File: src/rtl/divider_scheduler_pkg.sv
// Shared types and helpers for the round-robin divider scheduler.
// Holds the FSM state type, the default watchdog limit and a width helper.
package divider_sched_pkg;

    typedef enum logic [1:0] {
        IDLE  = 2'd0,
        START = 2'd1,
        WAIT  = 2'd2,
        RESP  = 2'd3
    } sched_state_t;

    localparam int unsigned DEFAULT_TIMEOUT = 16;

    // Bits needed to hold 0..value-1; never less than one.
    function automatic int unsigned clog2w(input int unsigned value);
        int unsigned w;
        w = 1;
        for (int unsigned i = 1; i < 32; i++) begin
            if ((32'd1 << i) < value) begin
                w = i + 1;
            end
        end
        return w;
    endfunction

endpackage

File: src/rtl/divider_scheduler_if.sv
// Requester and divider side signals of the scheduler, bundled with views
// for the scheduler (slave) and for the clients plus divider (master).
interface divider_scheduler_if #(
    parameter int unsigned OPERAND_W = 8,
    parameter int unsigned NUM_REQ   = 4
);
    logic [NUM_REQ-1:0]           ReqValid;
    logic [NUM_REQ*OPERAND_W-1:0] ReqDividend;
    logic [NUM_REQ*OPERAND_W-1:0] ReqDivisor;
    logic [NUM_REQ-1:0]           ReqReady;
    logic [NUM_REQ-1:0]           RespValid;
    logic [OPERAND_W-1:0]         RespQuotient;
    logic [OPERAND_W-1:0]         RespRemainder;
    logic                         RespError;
    logic                         Busy;
    logic                         DivReq;
    logic [OPERAND_W-1:0]         DivOperand1;
    logic [OPERAND_W-1:0]         DivOperand2;
    logic [OPERAND_W-1:0]         DivQuotient;
    logic [OPERAND_W-1:0]         DivRemainder;
    logic                         DivDone;

    modport slave (
        input  ReqValid, ReqDividend, ReqDivisor,
        input  DivQuotient, DivRemainder, DivDone,
        output ReqReady, RespValid, RespQuotient, RespRemainder, RespError,
        output Busy, DivReq, DivOperand1, DivOperand2
    );

    modport master (
        output ReqValid, ReqDividend, ReqDivisor,
        output DivQuotient, DivRemainder, DivDone,
        input  ReqReady, RespValid, RespQuotient, RespRemainder, RespError,
        input  Busy, DivReq, DivOperand1, DivOperand2
    );

endinterface

File: src/rtl/divider_scheduler_rr_arbiter.sv
// Combinational round-robin picker: the search starts just after the last
// served requester and wraps, returning a one-hot grant and its index.
module rr_arbiter
    import divider_sched_pkg::*;
#(
    parameter int unsigned NUM_REQ = 4,
    localparam int unsigned IDX_W  = clog2w(NUM_REQ)
) (
    input  logic [NUM_REQ-1:0] i_req,
    input  logic [IDX_W-1:0]   i_last,
    output logic [NUM_REQ-1:0] o_grant,
    output logic [IDX_W-1:0]   o_idx,
    output logic               o_valid
);

    always_comb begin
        logic [IDX_W-1:0] w_cand;
        o_grant = '0;
        o_idx   = '0;
        o_valid = 1'b0;
        w_cand  = '0;
        for (int unsigned k = 1; k <= NUM_REQ; k++) begin
            w_cand = IDX_W'((32'(i_last) + k) % NUM_REQ);
            if (!o_valid && i_req[w_cand]) begin
                o_valid         = 1'b1;
                o_idx           = w_cand;
                o_grant[w_cand] = 1'b1;
            end
        end
    end

endmodule

File: src/rtl/divider_scheduler.sv
// Shares one divider between NUM_REQ requesters: round-robin accept, divider
// handshake sequencing, local divide-by-zero results and a WAIT watchdog.
module divider_scheduler
    import divider_sched_pkg::*;
#(
    parameter int unsigned OPERAND_W = 8,
    parameter int unsigned NUM_REQ   = 4,
    parameter int unsigned TIMEOUT   = DEFAULT_TIMEOUT
) (
    input  logic               Clock,
    input  logic               nReset,
    divider_scheduler_if.slave bus
);

    localparam int unsigned      IDX_W     = clog2w(NUM_REQ);
    localparam int unsigned      TMR_W     = clog2w(TIMEOUT);
    localparam logic [IDX_W-1:0] LAST_INIT = IDX_W'(NUM_REQ - 1);
    localparam logic [TMR_W-1:0] TMR_LAST  = TMR_W'(TIMEOUT - 1);

    sched_state_t         r_state;
    logic [IDX_W-1:0]     r_last;
    logic [IDX_W-1:0]     r_idx;
    logic [OPERAND_W-1:0] r_dividend;
    logic [OPERAND_W-1:0] r_divisor;
    logic [OPERAND_W-1:0] r_quot;
    logic [OPERAND_W-1:0] r_rem;
    logic                 r_err;
    logic [TMR_W-1:0]     r_timer;

    logic [NUM_REQ-1:0]   w_grant;
    logic [IDX_W-1:0]     w_idx;
    logic                 w_any;
    logic [OPERAND_W-1:0] w_dividend;
    logic [OPERAND_W-1:0] w_divisor;
    logic [NUM_REQ-1:0]   w_resp_vec;

    rr_arbiter #(.NUM_REQ(NUM_REQ)) u_arb (
        .i_req   (bus.ReqValid),
        .i_last  (r_last),
        .o_grant (w_grant),
        .o_idx   (w_idx),
        .o_valid (w_any)
    );

    always_comb begin
        w_dividend = bus.ReqDividend[32'(w_idx) * OPERAND_W +: OPERAND_W];
        w_divisor  = bus.ReqDivisor[32'(w_idx) * OPERAND_W +: OPERAND_W];
    end

    always_ff @(posedge Clock or negedge nReset) begin
        if (!nReset) begin
            r_state    <= IDLE;
            r_last     <= LAST_INIT;
            r_idx      <= '0;
            r_dividend <= '0;
            r_divisor  <= '0;
            r_quot     <= '0;
            r_rem      <= '0;
            r_err      <= 1'b0;
            r_timer    <= '0;
        end else begin
            case (r_state)
                IDLE: begin
                    if (w_any) begin
                        r_idx      <= w_idx;
                        r_dividend <= w_dividend;
                        r_divisor  <= w_divisor;
                        if (w_divisor == '0) begin
                            r_quot  <= '1;
                            r_rem   <= w_dividend;
                            r_err   <= 1'b1;
                            r_state <= RESP;
                        end else begin
                            r_state <= START;
                        end
                    end
                end
                START: begin
                    r_timer <= '0;
                    r_state <= WAIT;
                end
                WAIT: begin
                    r_timer <= r_timer + 1'b1;
                    // A Done on the last watchdog cycle still delivers the result.
                    if (bus.DivDone) begin
                        r_quot  <= bus.DivQuotient;
                        r_rem   <= bus.DivRemainder;
                        r_err   <= 1'b0;
                        r_state <= RESP;
                    end else if (r_timer == TMR_LAST) begin
                        r_quot  <= '0;
                        r_rem   <= '0;
                        r_err   <= 1'b1;
                        r_state <= RESP;
                    end
                end
                RESP: begin
                    r_last  <= r_idx;
                    r_state <= IDLE;
                end
                default: r_state <= IDLE;
            endcase
        end
    end

    always_comb begin
        w_resp_vec = '0;
        if (r_state == RESP) begin
            w_resp_vec[r_idx] = 1'b1;
        end
    end

    // The accept strobe is combinational, so it is also masked while reset is held.
    always_comb begin
        bus.ReqReady      = (r_state == IDLE && nReset) ? w_grant : '0;
        bus.RespValid     = w_resp_vec;
        bus.RespQuotient  = (r_state == RESP) ? r_quot : '0;
        bus.RespRemainder = (r_state == RESP) ? r_rem : '0;
        bus.RespError     = (r_state == RESP) ? r_err : 1'b0;
        bus.Busy          = (r_state != IDLE);
        bus.DivReq        = (r_state == START);
        bus.DivOperand1   = r_dividend;
        bus.DivOperand2   = r_divisor;
    end

endmodule

File: src/flat_wrapper.sv
// flat-port wrapper written by rule: the top's interface ports become plain ports
module divider_scheduler_flat import divider_sched_pkg::*;
#(
    parameter int unsigned OPERAND_W = 8,
    parameter int unsigned NUM_REQ   = 4,
    parameter int unsigned TIMEOUT   = DEFAULT_TIMEOUT
)
  (Clock, nReset, bus_ReqValid, bus_ReqDividend, bus_ReqDivisor, bus_DivQuotient, bus_DivRemainder, bus_DivDone, bus_ReqReady, bus_RespValid, bus_RespQuotient, bus_RespRemainder, bus_RespError, bus_Busy, bus_DivReq, bus_DivOperand1, bus_DivOperand2);
  divider_scheduler_if #(.OPERAND_W(OPERAND_W), .NUM_REQ(NUM_REQ)) bus_i ();
  input  logic Clock;
  input  logic nReset;
  input wire logic [$bits(bus_i.ReqValid)-1:0] bus_ReqValid;
  input wire logic [$bits(bus_i.ReqDividend)-1:0] bus_ReqDividend;
  input wire logic [$bits(bus_i.ReqDivisor)-1:0] bus_ReqDivisor;
  input wire logic [$bits(bus_i.DivQuotient)-1:0] bus_DivQuotient;
  input wire logic [$bits(bus_i.DivRemainder)-1:0] bus_DivRemainder;
  input wire logic [$bits(bus_i.DivDone)-1:0] bus_DivDone;
  output wire logic [$bits(bus_i.ReqReady)-1:0] bus_ReqReady;
  output wire logic [$bits(bus_i.RespValid)-1:0] bus_RespValid;
  output wire logic [$bits(bus_i.RespQuotient)-1:0] bus_RespQuotient;
  output wire logic [$bits(bus_i.RespRemainder)-1:0] bus_RespRemainder;
  output wire logic [$bits(bus_i.RespError)-1:0] bus_RespError;
  output wire logic [$bits(bus_i.Busy)-1:0] bus_Busy;
  output wire logic [$bits(bus_i.DivReq)-1:0] bus_DivReq;
  output wire logic [$bits(bus_i.DivOperand1)-1:0] bus_DivOperand1;
  output wire logic [$bits(bus_i.DivOperand2)-1:0] bus_DivOperand2;
  assign bus_i.ReqValid = bus_ReqValid;
  assign bus_i.ReqDividend = bus_ReqDividend;
  assign bus_i.ReqDivisor = bus_ReqDivisor;
  assign bus_i.DivQuotient = bus_DivQuotient;
  assign bus_i.DivRemainder = bus_DivRemainder;
  assign bus_i.DivDone = bus_DivDone;
  assign bus_ReqReady = bus_i.ReqReady;
  assign bus_RespValid = bus_i.RespValid;
  assign bus_RespQuotient = bus_i.RespQuotient;
  assign bus_RespRemainder = bus_i.RespRemainder;
  assign bus_RespError = bus_i.RespError;
  assign bus_Busy = bus_i.Busy;
  assign bus_DivReq = bus_i.DivReq;
  assign bus_DivOperand1 = bus_i.DivOperand1;
  assign bus_DivOperand2 = bus_i.DivOperand2;
  divider_scheduler #(.OPERAND_W(OPERAND_W), .NUM_REQ(NUM_REQ), .TIMEOUT(TIMEOUT)) u_core (.Clock(Clock), .nReset(nReset), .bus(bus_i));
endmodule
File: config.mk
export PLATFORM = sky130hd
export DESIGN_NAME = divider_scheduler_flat
export DESIGN_NICKNAME = d
export VERILOG_FILES = /design/src/rtl/divider_scheduler_pkg.sv /design/src/rtl/divider_scheduler_if.sv /design/src/rtl/divider_scheduler_rr_arbiter.sv /design/src/rtl/divider_scheduler.sv /design/src/flat_wrapper.sv
export SDC_FILE = /design/constraint.sdc
export NUM_CORES = 1
export LEC_CHECK = 0
export ABC_AREA = 1
export CAP_MARGIN = 20
export CORE_ASPECT_RATIO = 1.25
export CORE_MARGIN = 5
export CORE_UTILIZATION = 26
export DETAILED_ROUTE_END_ITERATION = 8
export PLACE_DENSITY = 0.6
export SLEW_MARGIN = 30
export SYNTH_ARGS = -nofsm -noshare
export SYNTH_HDL_FRONTEND = slang
export SYNTH_SLANG_ARGS = --single-unit
File: constraint.sdc
create_clock -name Clock -period 3 [get_ports Clock]
set_input_delay 0.3 -clock Clock [delete_from_list [all_inputs] [get_ports Clock]]
set_output_delay 0.3 -clock Clock [all_outputs]
set_load 0.1 [all_outputs]
==> summary.txt, run 1 <==
Routing
  • Routed len/inst: ~13 um
  • DR vias: 3637
  • Initial DRC count: 185
  • DRT Pass-1 Iters: 4
  • Vias per cell: 4.60
  • Post-Route WL: 10.6 mm
  • Routed Antenna Nets: 0
  • DR DRC count: 0

STA
  • Final setup viols: 0
  • Pins Over Slew Limit: 0
  • Worst slew margin: 0.601
  • Final period util: 0.918
  • Max frequency: 0.363 GHz
  • Final hold vios: 0
  • RSZ-0062 raised after global routing: no
  • Clock skew: between 0.005 and 0.006 ns
  • Period minus WS final: around 2.8 ns
  • Worst Tran Pin Value: 0.598 ns
  • Fin Hold WS: between 0.1 and 0.15 ns

Floorplan
  • # rows: 46
  • Area of the die: between 15000 and 20000 um2
  • Die width: ~110 um
  • IO Pins: 130
  • Die Y-Extent: approximately 140 um
  • Initial core utilization: 0.264
  • Core area: 12700 um2

Global route
  • Largest net degree at the start of global routing: 44
  • Vias in the first global route: approximately 3600
  • First-pass GRT wire length: 17.1 mm
  • Tot GR Track Use: 0.134
  • Gr ovfl total: 0
  • Initial antenna violation count: 0

Final layout
  • # nets final: between 700 and 800
  • Layout cells sized above 1: 0.218
  • Area grow syn2layout: 51.2%
  • Most frequent cells in the layout: nand2_1, clkdlybuf4s50_1, nand3_1
  • ANT cells: 0
  • Commonest non-fill, non-tap cell in the layout: nand2_1

Clock tree
  • Clock Pin Slew Worst Setup and Hold Paths: around 0.06 ns
  • Root Buffer: clkbuf_16
  • CTS Buf Count: 5
  • Clk_lat worst skew: ~0.28 ns
  • CTS tree: yes
  • Max clock buf depth: 2
  • Num Clock Sinks: 43
  • H-Tree Depth: 2

Logic synthesis
  • Flops & latches, synth: 43
  • Synthesis Warnings: 0
  • Syn Std Cell Area: roughly 3300 um2
  • Mean Syn Cell Area: around 6.9 um2
  • Yosys cell types: 33
  • Syn Inst Count: between 400 and 500
  • Post-synthesis sequential area ratio: 0.323
  • Syn Nets: 582

Run
  • Maxcap violations: 0

Placement
  • Placer Congestion: between 0.8 and 0.9
  • Hpwl dp: 8.33 mm
  • Port bufs: ~130

Worst setup path
  • Reg-to-reg slack, setup: 0.25 ns
  • Worst r2r dst: u_core.r_quot[3]$_DFFE_PN0P_
  • Critical setup path kind: reg2reg
  • CP max FO: 17
  • CP startpoint kind: flip-flop
  • R2r startpoint: u_core.r_last[0]$_DFFE_PN1P_
  • Crit end category: flip-flop
  • WP data arrival: between 2 and 3 ns
  • Crit path required time: between 3 and 4 ns
  • Worst setup path start: u_core.r_last[0]$_DFFE_PN1P_
  • Cells on worst reg2reg path: 21
  • Worst setup path end: u_core.r_quot[3]$_DFFE_PN0P_

Worst hold path
  • Hold Crit Class: in2async

Run status
  • Status: completed
timing repair:
action / 4_1_cts / 5_1_grt
pin swaps: 1 / 4
gates resized for setup: 2 / 7
setup endpoints to repair: 17 / 24
hold buffers: 0 / 0
buffers inserted: 4 / 12
cells in the mapped netlist:
cell type,instances,area [um2]
a22oi_1,1,7.51
nand4_1,2,12.5
nand3_1,79,395
buf_2,4,20.0
a21oi_4,1,16.3
nor3_1,1,5.00
nor2_1,13,48.8
buf_6,5,56.3
nor2_8,1,20.0
nor2_2,3,18.8
clkbuf_1,12,45.0
inv_4,1,6.26
inv_2,4,15.0
ha_1,14,175
nand2_4,8,90.1
buf_4,2,15.0
nand3_4,1,17.5
nand2_8,2,40.0
nand2_1,165,619
o22ai_1,2,12.5
nand3b_1,1,7.51
inv_6,1,8.76
a31oi_1,1,6.26
a21oi_1,5,25.0
dfrtp_1,41,1030
nor2_4,2,22.5
inv_1,41,154
nand2_2,19,119
nand3_2,6,60.1
buf_8,1,15.0
dfstp_2,2,52.6
o221ai_1,2,17.5
o21ai_0,38,190
how the worst min path moves through the flow:
stage	slack, ns	cells past startpoint	to	startpoint
floorplan	0.004	0	u_core.bus.DivOperand1[0]$_DFFE_PN0P_	nReset
global placement	0.44	2	u_core.r_timer[0]$_DFFE_PN0P_	nReset
detailed placement	0.45	2	u_core.bus.DivOperand2[6]$_DFFE_PN0P_	nReset
CTS	0.14	2	u_core.bus.DivOperand2[6]$_DFFE_PN0P_	nReset
global route	0.18	2	u_core.bus.DivOperand2[7]$_DFFE_PN0P_	nReset
finish	0.11	2	u_core.bus.DivOperand2[6]$_DFFE_PN0P_	nReset
logic make-up after synthesis:
logic type,synth area share
AOI/OAI and AO/OA,0.0824
adders and majority gates,0.0524
buffers and inverters,0.100
DFF,0.323
and+or+nand+nor,0.442
worst max-delay path, stage by stage, from the launching register on:
cell     delay, ns
dfstp_2       0.57
inv_6         0.04
buf_4         0.17
nand2_2       0.07
nand3_1       0.08
nand2_2       0.11
inv_2         0.07
nor2_8        0.15
nand2_4       0.10
nor2_4        0.11
a21oi_4       0.04
buf_12        0.14
inv_8         0.10
nand3_1       0.08
nand2_1       0.11
nand2_1       0.07
nor2_2        0.16
nand2_4       0.09
nand2_8       0.09
nand2_8       0.12
nand2_1       0.10
nand2_1       0.05
layer usage:
layer | vias to the layer above | routed length [um] | GRT usage
met2 | 125 | 5360 | 0.237
met3 | 12 | 580 | 0.0292
met4 | 0 | 163 | 0.0406
met5 | - | 0 | 0
met1 | 1681 | 4520 | 0.163
li1 | 1819 | - | -
cell type report:
type,instances,area (um2)
fillers,1363,7610
multi-input cells,367,1940
repair buffers,158,1460
flip-flops and latches,43,1080
well taps,168,210
inverters,47,194
clock buffers,5,125
clock inverters,3,43.8
metrics by stage:
stage               TNS, ns  area (um2)  instances  utilization  setup WS (ns)
global route              0        5050        791        0.399        0.00345
finish                    0        5050        791        0.399          0.247
detailed placement   -0.712        4730        767        0.373        -0.0576
floorplan                 0        3340        481            -         0.0467
CTS                       0        4940        779        0.390         0.0209
global placement          0        4730        767        0.373         0.0613
registers in the layout (all words and copies together) (netlist names):
register                count
u_core.r_state              2
u_core.r_idx                2
u_core.r_err                1
u_core.r_quot               8
u_core.r_last               2
u_core.r_rem                8
u_core.r_timer              4
u_core.bus.DivOperand2      8
u_core.bus.DivOperand1      8
Power of run 1 is not shown: default switching activity piles up to over one toggle a cycle in this logic, so the estimate is an artifact.
==> run 2, diff against run 1 <==
- CORE_MARGIN: 5 -> 1.5
==> run 2 against run 1 <==
Against the previous run: global-route usage rose by 2.2 points; final area rose by 0.32%; hold slack improved by 0.011 ns; first-iteration DRC count rose by 14%; via count fell by 1.6%; clock skew rose by 0.0012 ns; utilization rose by 0.31 points; fmax fell by 2.5%; non-clock buffer count fell by 8; count of clock-buffer cells in the layout did not move; worst setup slack got worse by 0.070 ns; critical path depth fell by 1; critical path type unchanged; largest cell class unchanged.
==> summary.txt, run 2 (same netlist as run 1, synthesis figures left out) <==
STA
  • Final hold vios: 0
  • Period minus WS final: 2.82 ns
  • Max frequency: 0.354 GHz
  • Final setup viols: 0
  • Clock skew: 0.00639 ns
  • Final period util: 0.941
  • Pins Over Slew Limit: 0
  • Worst Tran Pin Value: approximately 0.8 ns
  • Worst slew margin: 0.455

Routing
  • Routed len/inst: between 10 and 15 um
  • Post-Route WL: roughly 10 mm
  • Vias per cell: 4.55
  • DR DRC count: 0
  • DRT Pass-1 Iters: 4
  • Initial DRC count: between 200 and 250
  • DR vias: 3579
  • Routed Antenna Nets: 0

Clock tree
  • CTS tree: yes
  • H-Tree Depth: 2
  • CTS Buf Count: 5
  • Num Clock Sinks: 43
  • Max clock buf depth: 2
  • Clk_lat worst skew: roughly 0.29 ns
  • Root Buffer: clkbuf_16
  • Clock Pin Slew Worst Setup and Hold Paths: about 0.07 ns

Final layout
  • ANT cells: 0
  • Final Util: 0.402
  • Layout cells sized above 1: 0.215
  • Most frequent cells in the layout: nand2_1, clkdlybuf4s50_1, nand3_1
  • Non-Filler Instances: 786
  • Area grow syn2layout: 51.7%
  • Commonest non-fill, non-tap cell in the layout: nand2_1
  • # nets final: between 700 and 800

Placement
  • Port bufs: approximately 130
  • Placer Congestion: between 0.9 and 1
  • Dpl cells: slightly below 800
  • Hpwl dp: 8.09 mm

Global route
  • First-pass GRT wire length: about 17 mm
  • Initial antenna violation count: 0
  • Largest net degree at the start of global routing: 44
  • Tot GR Track Use: 0.155
  • Vias in the first global route: between 3000 and 4000
  • Gr ovfl total: 0

Worst setup path
  • Critical Path Most Common Cell: nand2_4
  • Crit end category: flip-flop
  • Max incr delay on CP: 0.58 ns
  • Worst path cell trace: inv_6 -> ha_4 -> inv_2 -> nand2_4 -> nand2_4 -> nor2_8 -> nand2_4 -> nor2_4 -> a21oi_4 -> buf_12 -> inv_6 -> nand3_1 -> nand2_1 -> nand2_2 -> nor2_4 -> nand2_4 -> nand2_8 -> buf_4 -> nand3_1 -> nand2_1
  • CP startpoint kind: flip-flop
  • Critical-path top delay cell: dfstp_2
  • WP data arrival: between 3 and 4 ns
  • CP top delay family: simple AND/OR/NAND/NOR gates
  • Crit path required time: roughly 3.2 ns
  • Critical setup path kind: reg2reg
  • CP max FO: 16
  • WP buf/inv: 5

Floorplan
  • Area of the die: between 10000 and 15000 um2
  • Die Y-Extent: 130 um
  • IO Pins: 130
  • Initial core utilization: 0.265
  • # rows: 46
  • Die width: about 100 um
  • Core area: 12600 um2

Run status
  • Status: completed

Worst hold path
  • Hold Crit Class: in2async

Run
  • Maxcap violations: 0
-- run 2: cell types whose count changed in the layout (fill, tap and decap cells not counted), sizes merged --
cell	before	now
bufinv	1	0
buf	73	65
clkinvlp	0	1
nand2	194	197
-- run 2: per-layer routing --
layer	GRT usage	up-vias	routed length (um)
li1	-	1812	-
met5	0	-	0
met4	0.0474	0	184
met3	0.0285	12	568
met2	0.271	116	5230
met1	0.195	1639	4480
-- run 2: metrics by stage --
step,instance area [um2],setup TNS (ns),hold slack [ns],setup WS (ns)
2_1_floorplan,3340,0,0.00441,0.0467
3_3_place_gp,4740,-0.0262,0.456,-0.00663
3_5_place_dp,4740,-1.49,0.461,-0.114
4_1_cts,4970,0,0.151,0.102
5_1_grt,5070,-0.00298,0.176,-0.00180
6_report,5070,0,0.122,0.176
-- run 2: worst paths after layout --
kind / depth (start not counted) / slack (ns) / endpoint / from
worst max-delay path: 20 / 0.18 / u_core.r_rem[2]$_DFFE_PN0P_ / u_core.r_last[0]$_DFFE_PN1P_
worst min-delay path: 2 / 0.12 / u_core.r_timer[1]$_DFFE_PN0P_ / nReset
worst max register to register: 20 / 0.18 / u_core.r_rem[2]$_DFFE_PN0P_ / u_core.r_last[0]$_DFFE_PN1P_
worst min register to register: 2 / 0.48 / u_core.r_quot[1]$_DFFE_PN0P_ / u_core.r_quot[1]$_DFFE_PN0P_
max in group asynchronous: 2 / 2.49 / u_core.bus.DivOperand2[4]$_DFFE_PN0P_ / nReset
min in group Clock: 2 / 0.48 / u_core.r_quot[1]$_DFFE_PN0P_ / u_core.r_quot[1]$_DFFE_PN0P_
-- run 2: cell type report --
type | instances | area [um2]
clock buffers | 5 | 125
clock inverters | 3 | 25.0
fillers | 1273 | 7540
inverters | 47 | 189
multi-input cells | 370 | 2020
flip-flops and latches | 43 | 1080
well taps | 168 | 210
repair buffers | 150 | 1420
-- run 2: timing repair --
action	CTS	global route
pin swaps	1	5
setup buffers	4	2
cloned	1	2
endpoints found under the setup margin	17	17
hold buffers	0	0
gates resized for setup	3	13
Power of run 2 is left out for the same reason.
==> run 3, diff against run 2 <==
- CORE_MARGIN: 1.5 -> not set
- CORE_UTILIZATION: 26 -> 40
- PLACE_DENSITY: 0.6 -> 0.83
- SLEW_MARGIN: 30 -> 20
==> run 3 against run 2 <==
Against the previous run: hold slack worse by 0.010 ns; flip-flop and latch count unchanged; final area down 3.8%; non-clock buffer count down 4; global-route usage up 5.1 points; clock skew up 0.0048 ns; worst setup slack better by 0.042 ns.
==> summary.txt, run 3 (same netlist as run 1, synthesis figures left out) <==
Global route
  • First-pass GRT wire length: 15.1 mm
  • Largest net degree at the start of global routing: 44
  • Initial antenna violation count: 0
  • Tot GR Track Use: 0.207
  • Gr ovfl total: 0
  • Vias in the first global route: 3368

Final layout
  • Area grow syn2layout: 45.9%
  • Non-Filler Instances: between 700 and 800
  • # nets final: approximately 710
  • Commonest non-fill, non-tap cell in the layout: nand2_1
  • ANT cells: 0
  • Most frequent cells in the layout: nand2_1, clkdlybuf4s50_1, nand3_1
  • Layout cells sized above 1: 0.201

STA
  • Final hold vios: 0
  • Worst slew margin: 0.510
  • Setup WS post-layout: between 0.2 and 0.25 ns
  • Final setup viols: 0
  • Clock skew: about 0.011 ns
  • Period minus WS final: 2.78 ns
  • Pins Over Slew Limit: 0
  • Max frequency: around 0.36 GHz
  • Final TNS setup: 0 ns
  • Worst Tran Pin Value: ~0.74 ns
  • Final period util: 0.927

Floorplan
  • Area of the die: around 8700 um2
  • # rows: 36
  • Die width: roughly 84 um
  • Core area: roughly 7900 um2
  • Die Y-Extent: 104 um
  • Initial core utilization: 0.421
  • IO Pins: 130

Run status
  • Status: completed

Worst setup path
  • CP startpoint kind: flip-flop
  • WP data arrival: 2.97 ns
  • Crit path required time: 3.19 ns
  • Critical setup path kind: reg2reg
  • CP max FO: 16
  • Crit end category: flip-flop
  • Reg-to-reg slack, setup: approximately 0.22 ns

Clock tree
  • CTS tree: yes
  • Clock Pin Slew Worst Setup and Hold Paths: ~0.090 ns
  • Clk_lat worst skew: ~0.3 ns
  • CTS Buf Count: 5
  • Num Clock Sinks: 43
  • Max clock buf depth: 2
  • H-Tree Depth: 2
  • Root Buffer: clkbuf_8

Routing
  • Vias per cell: 4.90
  • DR DRC count: 0
  • Routed len/inst: roughly 12 um
  • Routed Antenna Nets: 0
  • DRT Pass-1 Iters: 4
  • DR vias: 3466
  • Post-Route WL: about 8.7 mm
  • Initial DRC count: about 180

Placement
  • Port bufs: 129
  • Hpwl dp: about 6.9 mm
  • Placer Congestion: approximately 0.89
  • Dpl ws: -0.0226 ns
  • Dpl cells: between 600 and 700

Run
  • Maxcap violations: 0

Worst hold path
  • Hold Crit Class: in2async
-- run 3: changes by cell type in the layout (fill, tap and decap cells not counted), sizes merged --
cell	before	now
bufinv	0	2
nand2	197	195
clkinv	2	0
buf	65	61
-- run 3: layout make-up --
cell class | instances | area (um2)
fillers | 705 | 3050
inverters | 47 | 189
multi-input cells | 368 | 1970
clock buffers | 5 | 68.8
flip-flops and latches | 43 | 1080
repair buffers | 146 | 1380
well taps | 95 | 119
clock inverters | 3 | 67.6
-- run 3: final timing paths --
kind	end	cells past startpoint	from
worst max-delay path	u_core.r_rem[4]$_DFFE_PN0P_	20	u_core.r_last[0]$_DFFE_PN1P_
worst min-delay path	u_core.r_quot[6]$_DFFE_PN0P_	2	nReset
worst max register to register	u_core.r_rem[4]$_DFFE_PN0P_	20	u_core.r_last[0]$_DFFE_PN1P_
worst min register to register	u_core.r_quot[1]$_DFFE_PN0P_	2	u_core.r_quot[1]$_DFFE_PN0P_
max in group asynchronous	u_core.r_last[1]$_DFFE_PN1P_	2	nReset
min in group Clock	u_core.r_quot[1]$_DFFE_PN0P_	2	u_core.r_quot[1]$_DFFE_PN0P_
-- run 3: routing by layer --
layer	wire length, um	track usage
met1	3600	0.252
met4	165	0.0666
met3	467	0.0286
met5	0	0
met2	4460	0.372
-- run 3: per-stage QoR --
step | utilization | cell area, um2 | hold WS [ns]
after floorplan | - | 3340 | 0.00441
after global placement | 0.583 | 4620 | 0.456
after detailed placement | 0.583 | 4620 | 0.459
after CTS | 0.606 | 4800 | 0.146
after global routing | 0.615 | 4870 | 0.161
final | 0.615 | 4870 | 0.112
-- run 3: what timing repair did --
action                                  CTS  global route
endpoints found under the setup margin   17            17
pin swaps                                 1             1
resized for setup                         4             3
hold buffers                              0             0
cloned                                    0             1
buffers inserted                          1             5
-- run 3: worst max-delay path, cell delays in order (launching register included) --
cell and delay (ns):
dfstp_2 0.58, inv_6 0.04, ha_4 0.28, inv_1 0.08, nand2_4 0.09, nand2_4 0.09, nor2_8 0.15, nand2_4 0.10
nor2_4 0.11, a21oi_4 0.04, buf_12 0.14, inv_6 0.12, nand3_1 0.09, nand2_1 0.08, nand2_1 0.06, nor2_2 0.14
nand2_4 0.09, nand2_8 0.12, nand2_4 0.12, nand2_2 0.10, nand2_1 0.04
Power of run 3 is left out for the same reason.
